## config.mk

```make
export PLATFORM = sky130hd
export DESIGN_NAME = duty_button_conditioner
export DESIGN_NICKNAME = d
export VERILOG_FILES = /design/src/rtl/duty_button_conditioner.sv
export SDC_FILE = /design/constraint.sdc
export NUM_CORES = 1
export LEC_CHECK = 0
export BUFFER_PORTS_ARGS = -buffer_cell sky130_fd_sc_hd__buf_4
export CAP_MARGIN = 30
export CORE_ASPECT_RATIO = 0.9
export CORE_MARGIN = 5
export CORE_UTILIZATION = 45
export CTS_BUF_LIST = sky130_fd_sc_hd__clkbuf_4
export CTS_CLUSTER_DIAMETER = 40
export DETAILED_ROUTE_END_ITERATION = 10
export SLEW_MARGIN = 20
export SYNTH_ARGS = -nofsm -noshare
export SYNTH_HDL_FRONTEND = slang
export SYNTH_SLANG_ARGS = --single-unit
```

## constraint.sdc

```tcl
create_clock -name clk -period 6.55 [get_ports clk]
set_input_delay 0.9825 -clock clk [delete_from_list [all_inputs] [get_ports clk]]
set_output_delay 0.9825 -clock clk [all_outputs]
set_load 0.05 [all_outputs]
```

## src/rtl/duty_button_conditioner.sv

```systemverilog
// Push-button front end for the PWM duty controller: synchronises and debounces
// the increase/decrease buttons and emits one-cycle, auto-repeating command pulses.
module duty_button_conditioner #(
  parameter int DEBOUNCE_CYCLES = 1000000,
  parameter int HOLD_CYCLES     = 50000000,
  parameter int REPEAT_CYCLES   = 20000000,
  parameter bit REPEAT_EN       = 1'b1
) (
  input  logic clk,
  input  logic rst,
  input  logic btn_inc_raw,
  input  logic btn_dec_raw,
  output logic inc_pulse,
  output logic dec_pulse,
  output logic inc_db,
  output logic dec_db
);

  localparam int TIMER_MAX = (HOLD_CYCLES > REPEAT_CYCLES) ? HOLD_CYCLES : REPEAT_CYCLES;
  localparam int TW        = (TIMER_MAX > 1) ? $clog2(TIMER_MAX) : 1;
  localparam int CW        = (DEBOUNCE_CYCLES > 1) ? $clog2(DEBOUNCE_CYCLES) : 1;

  localparam logic [CW-1:0] CNT_LAST    = CW'(DEBOUNCE_CYCLES - 1);
  localparam logic [TW-1:0] HOLD_LAST   = TW'(HOLD_CYCLES - 1);
  localparam logic [TW-1:0] REPEAT_LAST = TW'(REPEAT_CYCLES - 1);

  typedef enum logic [1:0] {
    IDLE,
    HOLD,
    REPEAT
  } state_t;

  // Bit 0 is the increase button, bit 1 the decrease button throughout.
  logic [1:0]    raw;
  logic [1:0]    sync1;
  logic [1:0]    sync2;
  logic [1:0]    db;
  logic [1:0]    db_q;
  logic [1:0]    pulse;
  logic          conflict;
  logic [CW-1:0] cnt   [2];
  logic [TW-1:0] timer [2];
  state_t        state [2];

  assign raw      = {btn_dec_raw, btn_inc_raw};
  assign conflict = db[0] & db[1];

  // NOTE: every clocked block uses non-blocking assignments so all flops
  // update from pre-edge values, independent of block ordering.
  always_ff @(posedge clk) begin
    if (rst) begin
      sync1 <= '0;
      sync2 <= '0;
    end else begin
      sync1 <= raw;
      sync2 <= sync1;
    end
  end

  // A level change is accepted only after DEBOUNCE_CYCLES consecutive differing samples.
  always_ff @(posedge clk) begin
    if (rst) begin
      db <= '0;
      for (int i = 0; i < 2; i++) cnt[i] <= '0;
    end else begin
      for (int i = 0; i < 2; i++) begin
        if (sync2[i] == db[i]) begin
          cnt[i] <= '0;
        end else if (cnt[i] == CNT_LAST) begin
          db[i]  <= ~db[i];
          cnt[i] <= '0;
        end else begin
          cnt[i] <= cnt[i] + 1'b1;
        end
      end
    end
  end

  // Press/hold/repeat FSMs. Rising-edge detection on db means a button that
  // survives a conflict must be released and pressed again to pulse.
  always_ff @(posedge clk) begin
    if (rst) begin
      db_q  <= '0;
      pulse <= '0;
      for (int i = 0; i < 2; i++) begin
        state[i] <= IDLE;
        timer[i] <= '0;
      end
    end else begin
      db_q <= db;
      for (int i = 0; i < 2; i++) begin
        pulse[i] <= 1'b0;
        if (conflict) begin
          state[i] <= IDLE;
          timer[i] <= '0;
        end else begin
          case (state[i])
            IDLE: begin
              if (db[i] && !db_q[i]) begin
                pulse[i] <= 1'b1;
                timer[i] <= '0;
                state[i] <= HOLD;
              end
            end
            HOLD: begin
              if (!db[i]) begin
                state[i] <= IDLE;
                timer[i] <= '0;
              end else if (REPEAT_EN && timer[i] == HOLD_LAST) begin
                pulse[i] <= 1'b1;
                timer[i] <= '0;
                state[i] <= REPEAT;
              end else if (REPEAT_EN) begin
                timer[i] <= timer[i] + 1'b1;
              end
            end
            REPEAT: begin
              if (!db[i]) begin
                state[i] <= IDLE;
                timer[i] <= '0;
              end else if (timer[i] == REPEAT_LAST) begin
                pulse[i] <= 1'b1;
                timer[i] <= '0;
              end else begin
                timer[i] <= timer[i] + 1'b1;
              end
            end
            default: begin
              state[i] <= IDLE;
              timer[i] <= '0;
            end
          endcase
        end
      end
    end
  end

  assign inc_pulse = pulse[0];
  assign dec_pulse = pulse[1];
  assign inc_db    = db[0];
  assign dec_db    = db[1];

endmodule

```

==> results.ini, run 1 <==
[clock_network]
clockRootBuffer=clkbuf_4
insertion_delay_ns=0.48
htree_levels=3
clock_path_buffers=2
cts_tree=yes
ctsHoldBuffers=0
clk_pin_slew_ns=0.16
cts_setup_buffers=0
post_cts_resize_count=0
numCtsBuffers=9
clock-sinks=106

[timing]
rsz0062_at_grt=no
skew_ns=0.01757
whs_ns=0.4593
finalCritPeriodShare=0.4189
tightest_slew_ns=0.6143
fmax_mhz=364.5
maxSlewViolCount=0
fin_ws_ns=3.806
max_slew_margin=0.5867
min_period_ns=2.744
finalSetupViolations=0
fin_setup_tns_ns=0
hold_viol_final=0

[setup_path]
endpoint_kind=flip-flop
critPathLaunchType=flip-flop
rrSetupSlack_ns=3.81
required_ns=6.77
critical_path_class=flip-flop to flip-flop
rr_worst_depth=5
cp_max_fo=14
cp.arrival_ns=2.96
r2r-start=timer[0][12]
regToRegEndpoint=timer[0][23]

[floorplanning]
die_y_um=119.8
coreArea_um2=13260
rows=40
die_area_um2=15820
start_util=0.4546
die_x_um=132.0
io_pins=8

[routing]
drt-vias-per-instance=5.639
dr.pass1.iters=4
drc=0
vias=4410
drt_iter0_drc=263
totalWireLength_um=11680
ant_nets=0
wire_per_inst_um=14.94

[global_routing]
grt_pass1_vias=4310
gr-total-overflow=0
grt_use_total=0.1524
grt_max_degree=27
antenna_found_initial=0
grt_pass1_wl_um=20230

[yosys]
synth_flop_cell=edfxtp_1
synth.distinct_cells=57
netlist_area_um2=6030
synth-edff-count=96
async_flop_share=0
synth_seq_cells=106
synthTopCellsByArea=edfxtp_1 48%, xor2_1 3.8%, xnor2_1 3.6%
yosysTopAreaCell=edfxtp_1
synth_most_common_cell=edfxtp_1
syn_inst=573
synth_area_per_cell_um2=10.52
yosysSeqAreaShare=0.5113
synth_top_area_frac=0.4781
synth.top_cells.by_count=96 x edfxtp_1, 43 x a21oi_1, 37 x nor2_1
ys_warn_count=0

[cells_and_area]
multiInputGateArea_um2=2882
final_util=0.4930
fillers=1197
drive_above_1_share=0.07980
instances_no_fill=782
nets=617
area_growth_syn_to_layout_pct=8.446
num_antenna_cells=0
seq_area_um2=3083

[flow_run]
drv_cap=0

[power_and_ir_drop]
vdd_drop_max_v=0.0001110
total_leakage_power_nw=2.040
power_density_nw_per_um2=191.6

[place]
dp_cells=764
portBuffers=7
gp_congestion=0.7605
hpwl_um=7925
place_ws_ns=3.569

[hold_path]
min_path_type=flip-flop to flip-flop
min_path_cells=1
min-delay-start=sync1[0]
whs_endpoint=sync2[0]

[run_status]
status=completed

routing by layer:
layer / part of all wire / GRT usage / vias to the layer above
li1: - / - / 2254
met1: 0.50 / 0.2087 / 2096
met2: 0.47 / 0.2415 / 50
met3: 0.023 / 0.03521 / 10
met4: 0.011 / 0.04692 / 0
met5: 0 / 0 / -
state kept, by name, summed over array words and instances (netlist names):
signal  count
cnt        40
db          2
db_q        2
pulse       2
state       4
sync1       2
sync2       2
timer      52
where the power goes:
group / switching, mW / total (mW) / leakage [nW] / internal [mW]
Combinational: 0.0370 / 0.0635 / 0.844 / 0.0264
Sequential: 0.0415 / 0.812 / 1.11 / 0.771
Clock: 0.211 / 0.377 / 0.0866 / 0.166
per-stage QoR:
step | area (um2) | total power [mW]
2_1_floorplan | 6176 | 0.8656
3_3_place_gp | 6321 | 0.8864
3_5_place_dp | 6351 | 0.8897
4_1_cts | 6509 | 1.268
5_1_grt | 6539 | 1.309
6_report | 6539 | 1.253
cell type report:
type / count / share of cell area
timing repair buffer: 15 / 0.02181
clock inverter: 4 / 0.01033
inverter: 17 / 0.009759
tap: 168 / 0.03215
sequential: 106 / 0.4715
multi-input combinational: 460 / 0.4407
clock buffer: 12 / 0.01378
worst max-delay path, stage by stage (launching register included):
cell	delay (ns)
edfxtp_1	0.53
or4b_2	0.71
nor4_2	0.29
a311o_1	0.63
buf_8	0.24
a22oi_1	0.09
cells by family after synthesis:
| group | count (synthesis) | synth area share |
|---|---|---|
| AOI/OAI and AO/OA | 120 | 0.1262 |
| xor gates and xnor gates | 51 | 0.07408 |
| adders and majority gates | 4 | 0.008301 |
| buffers and inverters | 46 | 0.03631 |
| DFF | 106 | 0.5113 |
| other | 1 | 0.0006219 |
| and+or+nand+nor | 245 | 0.2432 |
how the worst max path moves through the flow:
| stage | start | to | slack, ns | cells after the start |
|---|---|---|---|---|
| final | timer[0][12] | timer[0][23] | 3.81 | 5 |
| after global routing | timer[0][12] | timer[0][22] | 3.69 | 5 |
| after CTS | timer[1][0] | timer[1][14] | 3.63 | 5 |
| after detailed placement | rst | timer[1][14] | 3.57 | 5 |
| after global placement | rst | timer[1][24] | 3.63 | 5 |
| after floorplan | rst | timer[0][0] | 2.74 | 2 |
layout by cell type, fill, tap and decap left out, drive strengths merged, types with 5 or more instances in the layout:
cell,Yosys,layout
edfxtp,96,96
a21oi,43,43
conb,1,40
nor2,37,37
nand2,31,31
nand3,31,31
o21ai,27,27
xor2,26,26
or3,26,26
xnor2,25,25
nand4,25,25
a22oi,23,23
or4,22,22
inv,17,17
o31ai,15,15
buf,19,15
nor4,13,13
clkbuf,10,12
dfxtp,10,10
and4,10,10
nor2b,8,8
nor3,7,7
or4b,6,6
or3b,6,6
and3,5,5
Power figures use the tool's default switching activity.
==> run 2: changes to the inputs <==
- clock period: 6.55 -> 2.7 ns (I/O delays scaled with it)
==> results.ini, run 2 (synthesis gave the netlist of run 1 again) <==
[run_status]
status=completed

[clock_network]
insertion_delay_ns=0.48  ; about the same
htree_levels=3  ; unchanged
ctsHoldBuffers=0  ; unchanged
cts_setup_buffers=0  ; unchanged
cts_tree=yes
clock-sinks=106  ; unchanged
clock_path_buffers=2  ; unchanged
clk_pin_slew_ns=0.16  ; about the same
clockRootBuffer=clkbuf_4
post_cts_resize_count=0  ; unchanged
numCtsBuffers=9  ; unchanged

[hold_path]
min_path_type=input port to flip-flop
whs_endpoint=sync1[0]
min-delay-start=btn_inc_raw
min_path_cells=2  ; +1

[routing]
totalWireLength_um=11610  ; -0.63%
vias=4499  ; +2.0%
met2WireLength_um=5480  ; +0.79%
ant_nets=0  ; unchanged
drc=0  ; unchanged
dr_wl_met3_um=363  ; +36%
wl_met1_um=5680  ; -2.8%
drt-vias-per-instance=5.695  ; +0.99%
wire_per_inst_um=14.69  ; -1.6%
dr.max_layer_used=met4
drt_iter0_drc=204  ; -22%
dr.pass1.iters=4  ; unchanged

[floorplanning]
die_x_um=132.0  ; unchanged
die_area_um2=15820  ; unchanged
io_pins=8  ; unchanged
start_util=0.4546  ; unchanged
rows=40  ; unchanged
coreArea_um2=13260  ; unchanged
die_y_um=119.8  ; unchanged

[timing]
min_period_ns=2.353  ; -0.3909 ns
finalSetupViolations=0  ; unchanged
tightest_slew_ns=0.5305  ; -0.08377 ns
max_slew_margin=0.6443  ; +0.05760
rsz0062_at_grt=no
maxSlewViolCount=0  ; unchanged
finalCritPeriodShare=0.8714  ; +0.4525
fin_setup_tns_ns=0  ; unchanged
skew_ns=0.01604  ; -0.001529 ns
hold_viol_final=0  ; unchanged
fmax_mhz=425.1  ; +17%

[power_and_ir_drop]
p_switching_mw=0.7317  ; +150%
vdd_drop_max_v=0.0002779  ; +150%
comb_power_share=0.054  ; +0.003
intPower_mw=2.135  ; +120%
seq_power_share=0.687  ; +0.039
power_mw=2.866  ; +130%
total_leakage_power_nw=2.033  ; -0.31%
power_density_nw_per_um2=439.0  ; +130%
p_clk_frac=0.259  ; -0.042
sw_frac_of_total=0.2553  ; +0.02412

[cells_and_area]
largest_reg_flops=52  ; unchanged
layout_commonest_cell=edfxtp_1
drive_above_1_share=0.09325  ; +0.01344
top_register=timer
nets=625  ; +1.3%
area_growth_syn_to_layout_pct=8.300
instances_no_fill=790  ; +1.0%
reg_top3=timer (52), cnt (40), state (4)
layout_common_cells=96 x edfxtp_1, 43 x a21oi_1, 40 x conb_1, 37 x nor2_1
num_antenna_cells=0  ; unchanged

[setup_path]
critical_path_class=flip-flop to flip-flop
rr_worst_depth=5  ; unchanged
cp_slowest_cell=or4b_2
rrSetupSlack_ns=0.35  ; -3.46 ns
cp.arrival_ns=2.59  ; -0.37 ns
path_cells=or4b_2, nor4_2, a311o_1, buf_4, a22oi_1
regToRegEndpoint=timer[0][17]
cp_max_fo=12  ; -2
required_ns=2.94  ; -3.83 ns
critPathLaunchType=flip-flop
endpoint_kind=flip-flop
cpPeakStageDelay_ns=0.71  ; about the same
r2r-start=timer[0][12]

[global_routing]
grt_pass1_wl_um=19730  ; -2.5%
grt_max_degree=27  ; unchanged
grt_pass1_vias=4146  ; -3.8%
grt_use_total=0.1493  ; -0.003020
antenna_found_initial=0  ; unchanged
gr-total-overflow=0  ; unchanged

[place]
portBuffers=7  ; unchanged
gp_congestion=0.7635  ; +0.39%
hpwl_um=7968  ; +0.54%
dp_cells=774  ; +1.3%

[flow_run]
drv_cap=0  ; unchanged

run 2: cell types whose count changed in the layout (fill, tap and decap cells not counted):
cell,previous run,this run
clkbuf_4,12,10
clkinv_1,2,1
clkinvlp_4,0,3
buf_4,11,23
buf_8,4,0
bufinv_16,2,0
clkinv_4,0,2
run 2: worst max-delay path by stage:
stage | endpoint | cells past startpoint | startpoint | slack [ns]
2_1_floorplan | timer[0][0] | 3 | db[0] | 0.18
3_3_place_gp | timer[0][19] | 5 | timer[0][12] | 0.38
3_5_place_dp | timer[0][19] | 5 | timer[0][12] | 0.37
4_1_cts | timer[0][17] | 5 | timer[0][12] | 0.34
5_1_grt | timer[0][23] | 5 | timer[0][12] | 0.20
6_report | timer[0][17] | 5 | timer[0][12] | 0.35
run 2: layer usage:
layer | track usage | up-vias
li1 | - | 2263
met1 | 0.2045 | 2188
met2 | 0.2352 | 41
met3 | 0.04149 | 7
met4 | 0.03792 | 0
met5 | 0 | -
run 2: layout make-up:
class / instances / area [um2]
tap: 168 / 210.2
timing repair buffer: 23 / 172.7
sequential: 106 / 3083
clock inverter: 6 / 43.79
fill: 1228 / 6733
multi-input combinational: 460 / 2882
inverter: 17 / 63.81
clock buffer: 10 / 75.07
run 2: critical path, delay by kind of cell, from the launching register on:
| family | cells | cell delay [ns] |
|---|---|---|
| compound gates | 2 | 0.35 |
| buf+inv | 1 | 0.20 |
| flops | 1 | 0.53 |
| simple gates | 2 | 1.03 |
run 2: power groups by stage:
stage / Sequential, mW / Combinational, mW / Clock (mW)
final: 1.97 / 0.156 / 0.741
after global placement: 2.00 / 0.152 / 0
after detailed placement: 2.00 / 0.155 / 0
after global routing: 1.98 / 0.178 / 0.843
after floorplan: 1.97 / 0.124 / 0
after CTS: 1.97 / 0.156 / 0.784
run 2: metrics by stage:
stage	utilization	instance area, um2	worst slack [ns]	hold slack [ns]
3_5_place_dp	0.4834	6411	0.3665	0.4279
3_3_place_gp	0.4834	6411	0.3775	0.4202
6_report	0.4924	6530	0.3473	0.1305
5_1_grt	0.4924	6530	0.1960	0.08634
2_1_floorplan	-	6183	0.1772	0.4138
4_1_cts	0.4924	6530	0.3434	0.08399
==> run 3: changes to the inputs <==
- CELL_PAD_IN_SITES_DETAIL_PLACEMENT: not set -> 1
- CELL_PAD_IN_SITES_GLOBAL_PLACEMENT: not set -> 2
- CORE_UTILIZATION: 45 -> 44
- PLACE_DENSITY_LB_ADDON: not set -> 0.1
==> results.ini, run 3 (synthesis gave the netlist of run 1 again) <==
[run_status]
status=completed

[cells_and_area]
layout_commonest_cell=edfxtp_1
drive_above_1_share=0.09179  ; -0.001460
fillers=1492  ; +21%
reg_top3=timer (52), cnt (40), state (4)
layout_common_cells=96 x edfxtp_1, 43 x a21oi_1, 40 x conb_1, 37 x nor2_1
seq_area_um2=3083  ; unchanged
multiInputGateArea_um2=2882  ; unchanged
final_util=0.4905  ; -0.001873
area_growth_syn_to_layout_pct=9.110
num_antenna_cells=0  ; unchanged
largest_reg_flops=52  ; unchanged
nets=624  ; -0.16%
top_register=timer

[floorplanning]
start_util=0.4495  ; -0.005089
io_pins=8  ; unchanged
die_area_um2=16150  ; +2.1%
rows=40  ; unchanged
coreArea_um2=13410  ; +1.1%
die_y_um=121.1  ; +1.0%
die_x_um=133.4  ; +1.0%

[clock_network]
insertion_delay_ns=0.48  ; about the same
post_cts_resize_count=0  ; unchanged
htree_levels=3  ; unchanged
clk_pin_slew_ns=0.17  ; about the same
cts_tree=yes
ctsHoldBuffers=0  ; unchanged
clock_path_buffers=2  ; unchanged
cts_setup_buffers=0  ; unchanged
numCtsBuffers=9  ; unchanged
clockRootBuffer=clkbuf_4
clock-sinks=106  ; unchanged

[power_and_ir_drop]
sw_frac_of_total=0.2413  ; -0.01397
power_density_nw_per_um2=467.5  ; +6.5%
vdd_drop_max_v=0.0003589  ; +29%
power_mw=3.075  ; +7.3%
intPower_mw=2.333  ; +9.3%
seq_power_share=0.641  ; -0.046
p_switching_mw=0.7421  ; +1.4%
p_clk_frac=0.306  ; +0.047
comb_power_share=0.053  ; about the same
total_leakage_power_nw=2.064  ; +1.5%

[place]
gp_congestion=0.7606  ; -0.38%
hpwl_um=9263  ; +16%
portBuffers=7  ; unchanged

[flow_run]
drv_cap=0  ; unchanged

[setup_path]
worst-path-buf-inv=0  ; -1
cp_max_fo=13  ; +1
critical_path_class=flip-flop to flip-flop
regToRegEndpoint=timer[1][22]
cp_slowest_cell=nand4bb_1
critPathLaunchType=flip-flop
rr_worst_depth=5  ; unchanged
cpPeakStageDelay_ns=0.61  ; -0.10 ns
endpoint_kind=flip-flop
cp.arrival_ns=2.81  ; +0.22 ns
path_cells=ha_1, nand2_1, nand4bb_1, or4_1, a22oi_1
required_ns=3.03  ; +0.09 ns
r2r-start=timer[1][0]
rrSetupSlack_ns=0.23  ; -0.12 ns
crit_family=simple AND/OR/NAND/NOR gates

[global_routing]
grt_use_total=0.1702  ; +0.02085
gr-total-overflow=0  ; unchanged
grt_pass1_wl_um=22510  ; +14%
grt_max_degree=27  ; unchanged
antenna_found_initial=0  ; unchanged
grt_pass1_vias=4547  ; +9.7%

[timing]
fin_setup_tns_ns=0  ; unchanged
finalCritPeriodShare=0.9158  ; +0.04446
tightest_slew_ns=0.6040  ; +0.07345 ns
fmax_mhz=404.4  ; -4.9%
min_period_ns=2.473  ; +0.1200 ns
hold_viol_final=0  ; unchanged
finalSetupViolations=0  ; unchanged
skew_ns=0.01993  ; +0.003893 ns
maxSlewViolCount=0  ; unchanged
rsz0062_at_grt=no
max_slew_margin=0.5962  ; -0.04815

[routing]
drt_iter0_drc=239  ; +17%
wire_per_inst_um=16.83  ; +15%
drt-vias-per-instance=5.811  ; +2.0%
vias=4585  ; +1.9%
dr.pass1.iters=4  ; unchanged
totalWireLength_um=13280  ; +14%
drc=0  ; unchanged
ant_nets=0  ; unchanged

[hold_path]
min_path_type=input port to flip-flop
min-delay-start=btn_inc_raw
min_path_cells=2  ; unchanged
whs_endpoint=sync1[0]

run 3: cell types whose count changed in the layout (fill, tap and decap cells not counted), sizes merged:
cell,delta
bufinv,+2
inv,+1
buf,-1
clkbuf,+1
clkinvlp,-2
clkinv,-2
run 3: per-stage QoR:
step | cell area [um2] | setup WS [ns] | std cells | hold slack [ns]
global route | 6579 | 0.1122 | 789 | 0.08303
floorplan | 6183 | 0.1772 | 612 | 0.4138
CTS | 6579 | 0.2262 | 789 | 0.09186
finish | 6579 | 0.2273 | 789 | 0.1361
global placement | 6416 | 0.2706 | 773 | 0.4183
detailed placement | 6416 | 0.2674 | 773 | 0.4312
run 3: worst reg2reg max path: stages (launching register included):
cell and delay [ns]:
edfxtp_1 0.46, ha_1 0.28, nand2_1 0.16, nand4bb_1 0.61
or4_1 0.62, a22oi_1 0.20
run 3: power groups by stage:
| stage | Sequential [mW] | Combinational, mW | Clock (mW) |
|---|---|---|---|
| after floorplan | 1.97 | 0.124 | 0 |
| after global placement | 2.00 | 0.156 | 0 |
| after detailed placement | 2.01 | 0.162 | 0 |
| after CTS | 1.97 | 0.162 | 0.986 |
| after global routing | 1.99 | 0.184 | 1.04 |
| final | 1.97 | 0.162 | 0.941 |
run 3: worst max path at each step:
stage,start,end,slack (ns),depth (start not counted)
2_1_floorplan,db[0],timer[0][0],0.18,3
6_report,timer[1][0],timer[1][22],0.23,5
5_1_grt,timer[0][12],timer[0][20],0.11,5
4_1_cts,timer[1][0],timer[1][22],0.23,5
3_5_place_dp,timer[0][12],timer[0][17],0.27,5
3_3_place_gp,timer[0][12],timer[0][19],0.27,5
run 3: routing by layer:
layer  global-route usage  part of all wire  routed length (um)
met1               0.2288              0.49                6572
met2               0.2782              0.47                6177
met3              0.04270             0.029                 388
met4              0.04049             0.011                 140
met5                    0                 0                   0
run 3: final cells by class:
class / count / share of cell area
Tap cell: 168 / 0.03195
Inverter: 17 / 0.009700
Timing Repair Buffer: 22 / 0.02701
Clock buffer: 11 / 0.01255
Multi-Input combinational cell: 460 / 0.4380
Clock inverter: 5 / 0.01217
Sequential cell: 106 / 0.4686
